### config.mk
export PLATFORM = sky130hd
export DESIGN_NAME = vga_textbox
export DESIGN_NICKNAME = d
export VERILOG_FILES = /design/src/rtl/vga_textbox.sv
export SDC_FILE = /design/constraint.sdc
export NUM_CORES = 1
export LEC_CHECK = 0
export ABC_CLOCK_PERIOD_IN_PS = 1500
export BUFFER_PORTS_ARGS = -buffer_cell sky130_fd_sc_hd__buf_2
export CAP_MARGIN = 10
export CORE_UTILIZATION = 38
export DETAILED_ROUTE_END_ITERATION = 12
export PLACE_DENSITY = 0.78
export SKIP_LAST_GASP = 1
export SYNTH_ARGS = -nofsm -noshare
export SYNTH_HDL_FRONTEND = slang
export SYNTH_SLANG_ARGS = --single-unit
### constraint.sdc
create_clock -name px_clk -period 1.5 [get_ports px_clk]
set_clock_uncertainty 0.1 [all_clocks]
set_input_delay 0.075 -clock px_clk [delete_from_list [all_inputs] [get_ports px_clk]]
set_output_delay 0.075 -clock px_clk [all_outputs]
set_load 0.02 [all_outputs]
### src/rtl/vga_textbox.sv
// Text-box component for the VGA font pipeline: maps pixel position to a character
// address, fetches with one cycle of latency and overlays a frame-synchronous blinking cursor.
`ifndef WHITE
`define WHITE 3'b111
`endif
`ifndef BLACK
`define BLACK 3'b000
`endif

module vga_textbox #(
  parameter logic [9:0]        LINE         = 10'd0,
  parameter logic [9:0]        COL          = 10'd0,
  parameter int                WIDTH        = 1,
  parameter int                HEIGHT       = 1,
  parameter int                PZOOM        = 0,
  parameter logic [2:0]        PCOLOR       = `WHITE,
  parameter int                ADDR_W       = 8,
  parameter logic [ADDR_W-1:0] OFFSET       = '0,
  parameter logic              H2A          = 1'b0,
  parameter int                BLINK_FRAMES = 30
) (
  input  logic              px_clk,
  input  logic              reset,
  input  logic [9:0]        x,
  input  logic [9:0]        y,
  input  logic              en,
  input  logic              cursor_en,
  input  logic [7:0]        cursor_x,
  input  logic [7:0]        cursor_y,
  output logic [ADDR_W-1:0] addr,
  input  logic [7:0]        din,
  output logic [7:0]        dout,
  output logic [2:0]        color,
  output logic [1:0]        zoom,
  output logic              h2a
);

  localparam int              SHIFT    = 3 + PZOOM;
  localparam logic [10:0]     COL_END  = 11'(COL) + 11'(WIDTH);
  localparam logic [10:0]     ROW_END  = 11'(LINE) + 11'(HEIGHT);
  localparam int              CNT_W    = (BLINK_FRAMES > 1) ? $clog2(BLINK_FRAMES) : 1;
  localparam logic [CNT_W-1:0] CNT_LAST = CNT_W'(BLINK_FRAMES - 1);

  logic [9:0]       cx, cy, rel_x, rel_y;
  logic [31:0]      addr_full;
  logic             active0, hit0, at0, frame_tick;

  logic             active_q, active_d;
  logic             hit_q, hit_d;
  logic             at0_q, at0_d;
  logic [CNT_W-1:0] blink_cnt_q, blink_cnt_d;
  logic             blink_on_q, blink_on_d;

  // Stage 0: cell lookup and cursor match, all relative to the component origin
  always_comb begin
    cx        = x >> SHIFT;
    cy        = y >> SHIFT;
    rel_x     = cx - COL;
    rel_y     = cy - LINE;
    active0   = en && (cx >= COL) && ({1'b0, cx} < COL_END)
                   && (cy >= LINE) && ({1'b0, cy} < ROW_END);
    addr_full = 32'(OFFSET) + 32'(rel_y) * 32'(WIDTH) + 32'(rel_x);
    addr      = active0 ? addr_full[ADDR_W-1:0] : '0;
    hit0      = active0 && cursor_en
                && (rel_x == {2'b00, cursor_x}) && (rel_y == {2'b00, cursor_y});
  end

  // Frame tick fires on the first cycle at (0,0), so a held origin counts once
  always_comb begin
    at0         = (x == 10'd0) && (y == 10'd0);
    frame_tick  = at0 && !at0_q;
    active_d    = active0;
    hit_d       = hit0;
    at0_d       = at0;
    blink_cnt_d = blink_cnt_q;
    blink_on_d  = blink_on_q;
    if (frame_tick) begin
      if (blink_cnt_q == CNT_LAST) begin
        blink_cnt_d = '0;
        blink_on_d  = !blink_on_q;
      end else begin
        blink_cnt_d = blink_cnt_q + CNT_W'(1);
      end
    end
  end

  always_ff @(posedge px_clk or posedge reset) begin
    if (reset) begin
      active_q    <= 1'b0;
      hit_q       <= 1'b0;
      at0_q       <= 1'b0;
      blink_cnt_q <= '0;
      blink_on_q  <= 1'b1;
    end else begin
      active_q    <= active_d;
      hit_q       <= hit_d;
      at0_q       <= at0_d;
      blink_cnt_q <= blink_cnt_d;
      blink_on_q  <= blink_on_d;
    end
  end

  // Stage 1: din arrives now for the cell fetched last cycle
  always_comb begin
    dout  = 8'h00;
    color = `BLACK;
    zoom  = 2'd0;
    h2a   = 1'b0;
    if (active_q) begin
      dout  = din ^ {8{hit_q & blink_on_q}};
      color = PCOLOR;
      zoom  = 2'(PZOOM);
      h2a   = H2A;
    end
  end

endmodule

# Word level (Yosys, flattened, before mapping)
# Cells that the tools add are included.
totals:
  regBits: 9
  out_inout_bits: 22
  elab_cells: 34
op_classes:
  n_addsub: 2
  order_cmp: 4
  n_eq_ne: 3
  muxes: 4
  bitwise_logic: 2
  n_reduce_logical: 14
ops:
  columns: ["operator", "count"]
  rows:
  - ["logical NOT 10 bit", 2]
  - ["equality test 7 x 8 -> 1 bit", 2]
  - ["two-way mux 8 bit", 2]
  - ["greater-or-equal comparator 7 x 1 -> 1 bit, second input constant", 2]
  - ["< comparator 7 x 1 -> 1 bit, second input constant", 2]
  - ["logical AND 1 bit", 9]
  - ["adder 7 x 7 -> 8 bit", 1]
  - ["XOR 8 bit", 1]
  - ["adder 5 x 1 -> 5 bit, second input constant", 1]
  - ["equality test 5 bit, second input constant", 1]
  - ["two-way mux 5 bit", 1]
  - ["two-way mux 3 bit", 1]
  - ["logical NOT 1 bit", 2]
  - ["AND reduction 2 bit", 1]
  - ["bitwise AND 1 bit", 1]

# Longest topological paths before layout
depth:
  word_depth: 8
  depth_mapped: 7

# Worst setup path before layout
# Ideal clock, no wire load.
synth_timing:
  path_type: "input to output"
  startpoint: "input y[3]"
  endpoint: "output addr[6]"
  arrival_ns: 1.597
  setup_slack_ns: -0.272
  stages: 7
  path_buffers: 0
  path_cell_list: "ha_1 -> fa_1 -> a211oi_1 -> o21bai_1 -> a21oi_1 -> xor2_1 -> nor2_1"
synth_between:
  elab_chain_cells: 4
  elab_cells_between_ends: 6
  cone_classes: "add/sub (1); order compare (2); mux (1); reduce/logical (2)"
synth_rtl:
  columns: ["element", "line_no", "text"]
  rows:
  - ["start, declared", "25", "input logic [9:0] y,"]
  - ["greater-or-equal comparator 7 x 1 -> 1 bit", "61", "&& (cy >= LINE) && ({1'b0, cy} < ROW_END);"]
  - ["logical AND 1 bit (2 in series)", "61", null]
  - ["two-way mux 8 bit (*)", "63", "addr = active0 ? addr_full[ADDR_W-1:0] : '0;"]
  - ["end, declared", "30", "output logic [ADDR_W-1:0] addr,"]
# Every way passes the cells marked *; elsewhere a longest branch is shown, timed or not.

# Worst setup path after layout
layout_timing:
  startpoint: "input x[3]"
  endpoint: "output addr[6]"
layout_between:
  elab_chain_cells: 6
  elab_cells_between_ends: 8
  cone_classes: "add/sub (1); order compare (2); mux (1); reduce/logical (4)"
layout_rtl:
  columns: ["element", "line_no", "text"]
  rows:
  - ["start, declared", "24", "input logic [9:0] x,"]
  - ["greater-or-equal comparator 7 x 1 -> 1 bit", "60", "active0 = en && (cx >= COL) && ({1'b0, cx} < COL_END)"]
  - ["logical AND 1 bit (2 in series)", "60", null]
  - ["logical AND 1 bit (2 in series)", "61", null]
  - ["two-way mux 8 bit (*)", "63", null]
# Marks and branches as above.

==> impl_summary.md <==
STA
Across all hold checks on the routed design, the worst slack comes to 0.0211 ns. The total setup violations reported at the end of the flow is 19. For the finished layout, the period the worst path requires is 1.88 ns.

The period utilization is 125%. The total count of hold-check failures in the final report is 0. The setup slack of the critical path after layout is -0.380 ns. The final count of pins violating max slew came to 0.

Setup repair after global routing could not meet its margin everywhere. The highest clock frequency the design can meet is 532 MHz.

Finish
The relative area change from synthesis to final layout is 95.8%. Cells with a size suffix above 1 make up 67.1% of the layout. The final cell count without fillers is 262. After the last flow step, the layout net total stands at 290.

Power and ir drop
VDD sags by at most 0.429 mV. In this run the static leakage power is 1.04 nW. The power density over cell area is 395 nW/um2.

Floorplanning
In this run the core area contains 18 standard-cell rows. Once the floorplan was initialized, standard cells occupied 41.8% of the core. The floorplan step set the die width to 55.4 um. The height of the die is 55.4 um. The die covers 3070 um2.

The core region is 2590 um2. Pin placement for this block handled 70 I/O pins.

Synthesis
The mean area per synthesized cell is 8.46 um2. The number of storage elements in the synthesis netlist is 9. The share of the Yosys chip area taken by registers is 20.9%.

The summed instance area of the synthesized netlist is 1080 um2. The count of warnings emitted by yosys is 0. The number of cells produced by synthesis is 128. The most used flip-flop cell after synthesis is sky130_fd_sc_hd__dfrtp_1.

The synthesized design contains 0 enable-type register cells. Synthesis instantiated 31 different standard cells from the library. The share of synthesized flip-flops with an asynchronous set or reset is 100%.

Clock tree
TritonCTS created 3 clock buffers. For this design, the sink count on the clock tree is 9. The largest buffer count on any clock path is 2. TritonCTS built the clock tree. Clock-pin slew was measured on the worst setup and hold paths at 0.06 ns. CTS built an H-tree with a depth of 1. CTS placed an instance of sky130_fd_sc_hd__clkbuf_4 at the clock tree root. Clock latency on the worst-skew pair, taken at its later pin, is 0.26 ns.

Detailed routing
The per-cell routed wire length is 17.0 um. For this block, the routed nets add up to 4440 um of wire. The vias after detailed routing is 1430. The DRC violation count after routing is 0. The first detailed-routing pass took 4 iterations. After detailed routing, the number of vias per cell comes to 5.46. In this run, the number of DRC markers left after iteration 0 of detailed routing was 35. The count of nets left with antenna violations once routing finished came out at 0.

Setup path
The element type at the critical path start is an input port. The highest net fanout along the worst path is 2. STA puts the critical path data arrival time at 1.71 ns. The type of the setup path with the least slack is input port to output port. The kind of capture point of the worst setup path is an output port. The required time of the critical path is 1.32 ns.

The internal reg-to-reg setup slack is 0.08 ns.

Run status
The flow ran to the end, but the final reports show violations. The checks that failed: negative setup slack.

Global routing
The wire length of the first global-routing pass is 5730 um. The global route total overflow is 0. The number of global-route vias before repair is 1344. The initial antenna violation count is 1. The global router's overall resource usage is 23.3%.

The largest net degree at the start of global routing is 12.

Min path
In this run the worst hold path is classified as input port to register.

Placement
The count of buffers added on input and output ports is 66. Once placement completed, the tool counted placed cells totaling 247. The final weighted congestion in routability-driven placement is 0.898. Summed over all nets, the half-perimeter wirelength after detailed placement is 2460 um.

Run
The number of maximum-capacitance violations is 0.
## layout by cell type, fill, tap and decap left out, drive strengths merged
| cell type | count |
|---|---|
| o21bai | 1 |
| nor4 | 6 |
| o21ai | 6 |
| clkbuf | 4 |
| nand2b | 1 |
| ha | 9 |
| nor3 | 4 |
| dfstp | 1 |
| dfrtp | 8 |
| nand4 | 4 |
| nor2b | 1 |
| buf | 100 |
| a21o | 4 |
| and3 | 2 |
| inv | 5 |
| a211oi | 4 |
| fa | 1 |
| nand2 | 6 |
| o31ai | 4 |
| a21oi | 2 |
| xor2 | 7 |
| dlygate4sd3 | 3 |
| nor2 | 13 |
| o21a | 1 |
| or3 | 2 |
| conb | 3 |
| o41ai | 1 |
| nand3 | 1 |
| diode | 1 |
| xnor2 | 19 |
| and2 | 8 |
## worst paths after layout
kind	start	endpoint	depth (start not counted)
worst max-delay path	x[3]	addr[6]	9
worst min-delay path	cursor_x[6]	hit_q$_DFF_PP0_	4
worst max register to register	blink_cnt_q[1]$_DFFE_PP0P_	blink_cnt_q[3]$_DFFE_PP0P_	7
worst min register to register	blink_cnt_q[3]$_DFFE_PP0P_	blink_cnt_q[3]$_DFFE_PP0P_	1
max in group asynchronous	reset	blink_on_q$_DFFE_PP1P_	3
min in group asynchronous	reset	blink_cnt_q[4]$_DFFE_PP0P_	3
## cells in the mapped netlist (all sizes together) (2+ instances only)
master	instances	share of area [%]
xnor2	19	15
nor2	13	4.5
ha	9	10
and2	8	4.6
dfrtp	8	18
buf	7	5.2
xor2	7	5.7
nand2	6	2.1
nor4	6	3.5
o21ai	6	2.8
inv	5	1.7
a211oi	4	2.8
a21o	4	2.9
nand4	4	2.3
nor3	4	1.8
o31ai	4	4.0
a21oi	2	0.92
and3	2	1.2
## per-stage QoR
step	TNS, ns	total power (W)	setup WS [ns]	util (%)	area, um2
floorplan	-0.0540	0.000393	-0.0540	-	1130
global placement	-3.26	0.000538	-0.334	63.8	1650
detailed placement	-3.43	0.000545	-0.364	63.8	1650
CTS	-0.585	0.000780	-0.225	74.0	1920
global route	-2.75	0.000880	-0.416	81.8	2120
finish	-1.50	0.000838	-0.380	81.8	2120
## power breakdown
| part | switching (W) | internal (W) |
|---|---|---|
| logic | 0.000196 | 0.000210 |
| clock network | 0.0000866 | 0.000103 |
| registers | 0.00000000536 | 0.000243 |
## final cells by class
| type | count | area [um2] |
|---|---|---|
| Multi-Input combinational cell | 110 | 1080 |
| Timing Repair Buffer | 103 | 721 |
| Fill cell | 157 | 470 |
| Sequential cell | 9 | 226 |
| Tap cell | 30 | 37.5 |
| Clock buffer | 4 | 26.3 |
| Inverter | 5 | 21.3 |
| Antenna cell | 1 | 2.50 |
## timing repair
| action | CTS | global route |
|---|---|---|
| hold buffers | 3 | 0 |
| gates resized for setup | 50 | 39 |
| setup buffers | 3 | 3 |
| endpoints found under the setup margin | 22 | 22 |
| cloned | 0 | 1 |
| hold endpoints to repair | 11 | 0 |
| pin swaps | 22 | 16 |
## registers in the layout (all words and copies together), names as in the netlist
| register | flops |
|---|---|
| blink_on_q | 1 |
| blink_cnt_q | 5 |
| active_q | 1 |
| at0_q | 1 |
| hit_q | 1 |
## worst max-delay path, cell delays in order
cell and delay [ns]:
sky130_fd_sc_hd__buf_8 0.10, sky130_fd_sc_hd__ha_4 0.15, sky130_fd_sc_hd__fa_2 0.36, sky130_fd_sc_hd__a211oi_2 0.28, sky130_fd_sc_hd__o21bai_1 0.11, sky130_fd_sc_hd__a21oi_1 0.18, sky130_fd_sc_hd__xor2_1 0.23, sky130_fd_sc_hd__nor2_2 0.07
sky130_fd_sc_hd__buf_6 0.13
## layer usage
metal / GRT usage (%) / part of all wire (%)
met1: 23.7 / 34
met3: 4.92 / 5.7
met2: 46.3 / 54
met5: 0 / 0
met4: 7.50 / 5.5
## cells by family (layout without fill, tap and decap cells)
family	Yosys count	after routing	share of synthesized area, %
xor+xnor	26	26	21.0
compound gates	23	23	16.3
fa+ha+maj	10	10	12.3
other cells	1	4	0.346
buf+inv	12	112	6.94
flops	9	9	20.9
simple gates	47	48	22.2
Note: power is estimated with default switching activity, not from simulation.
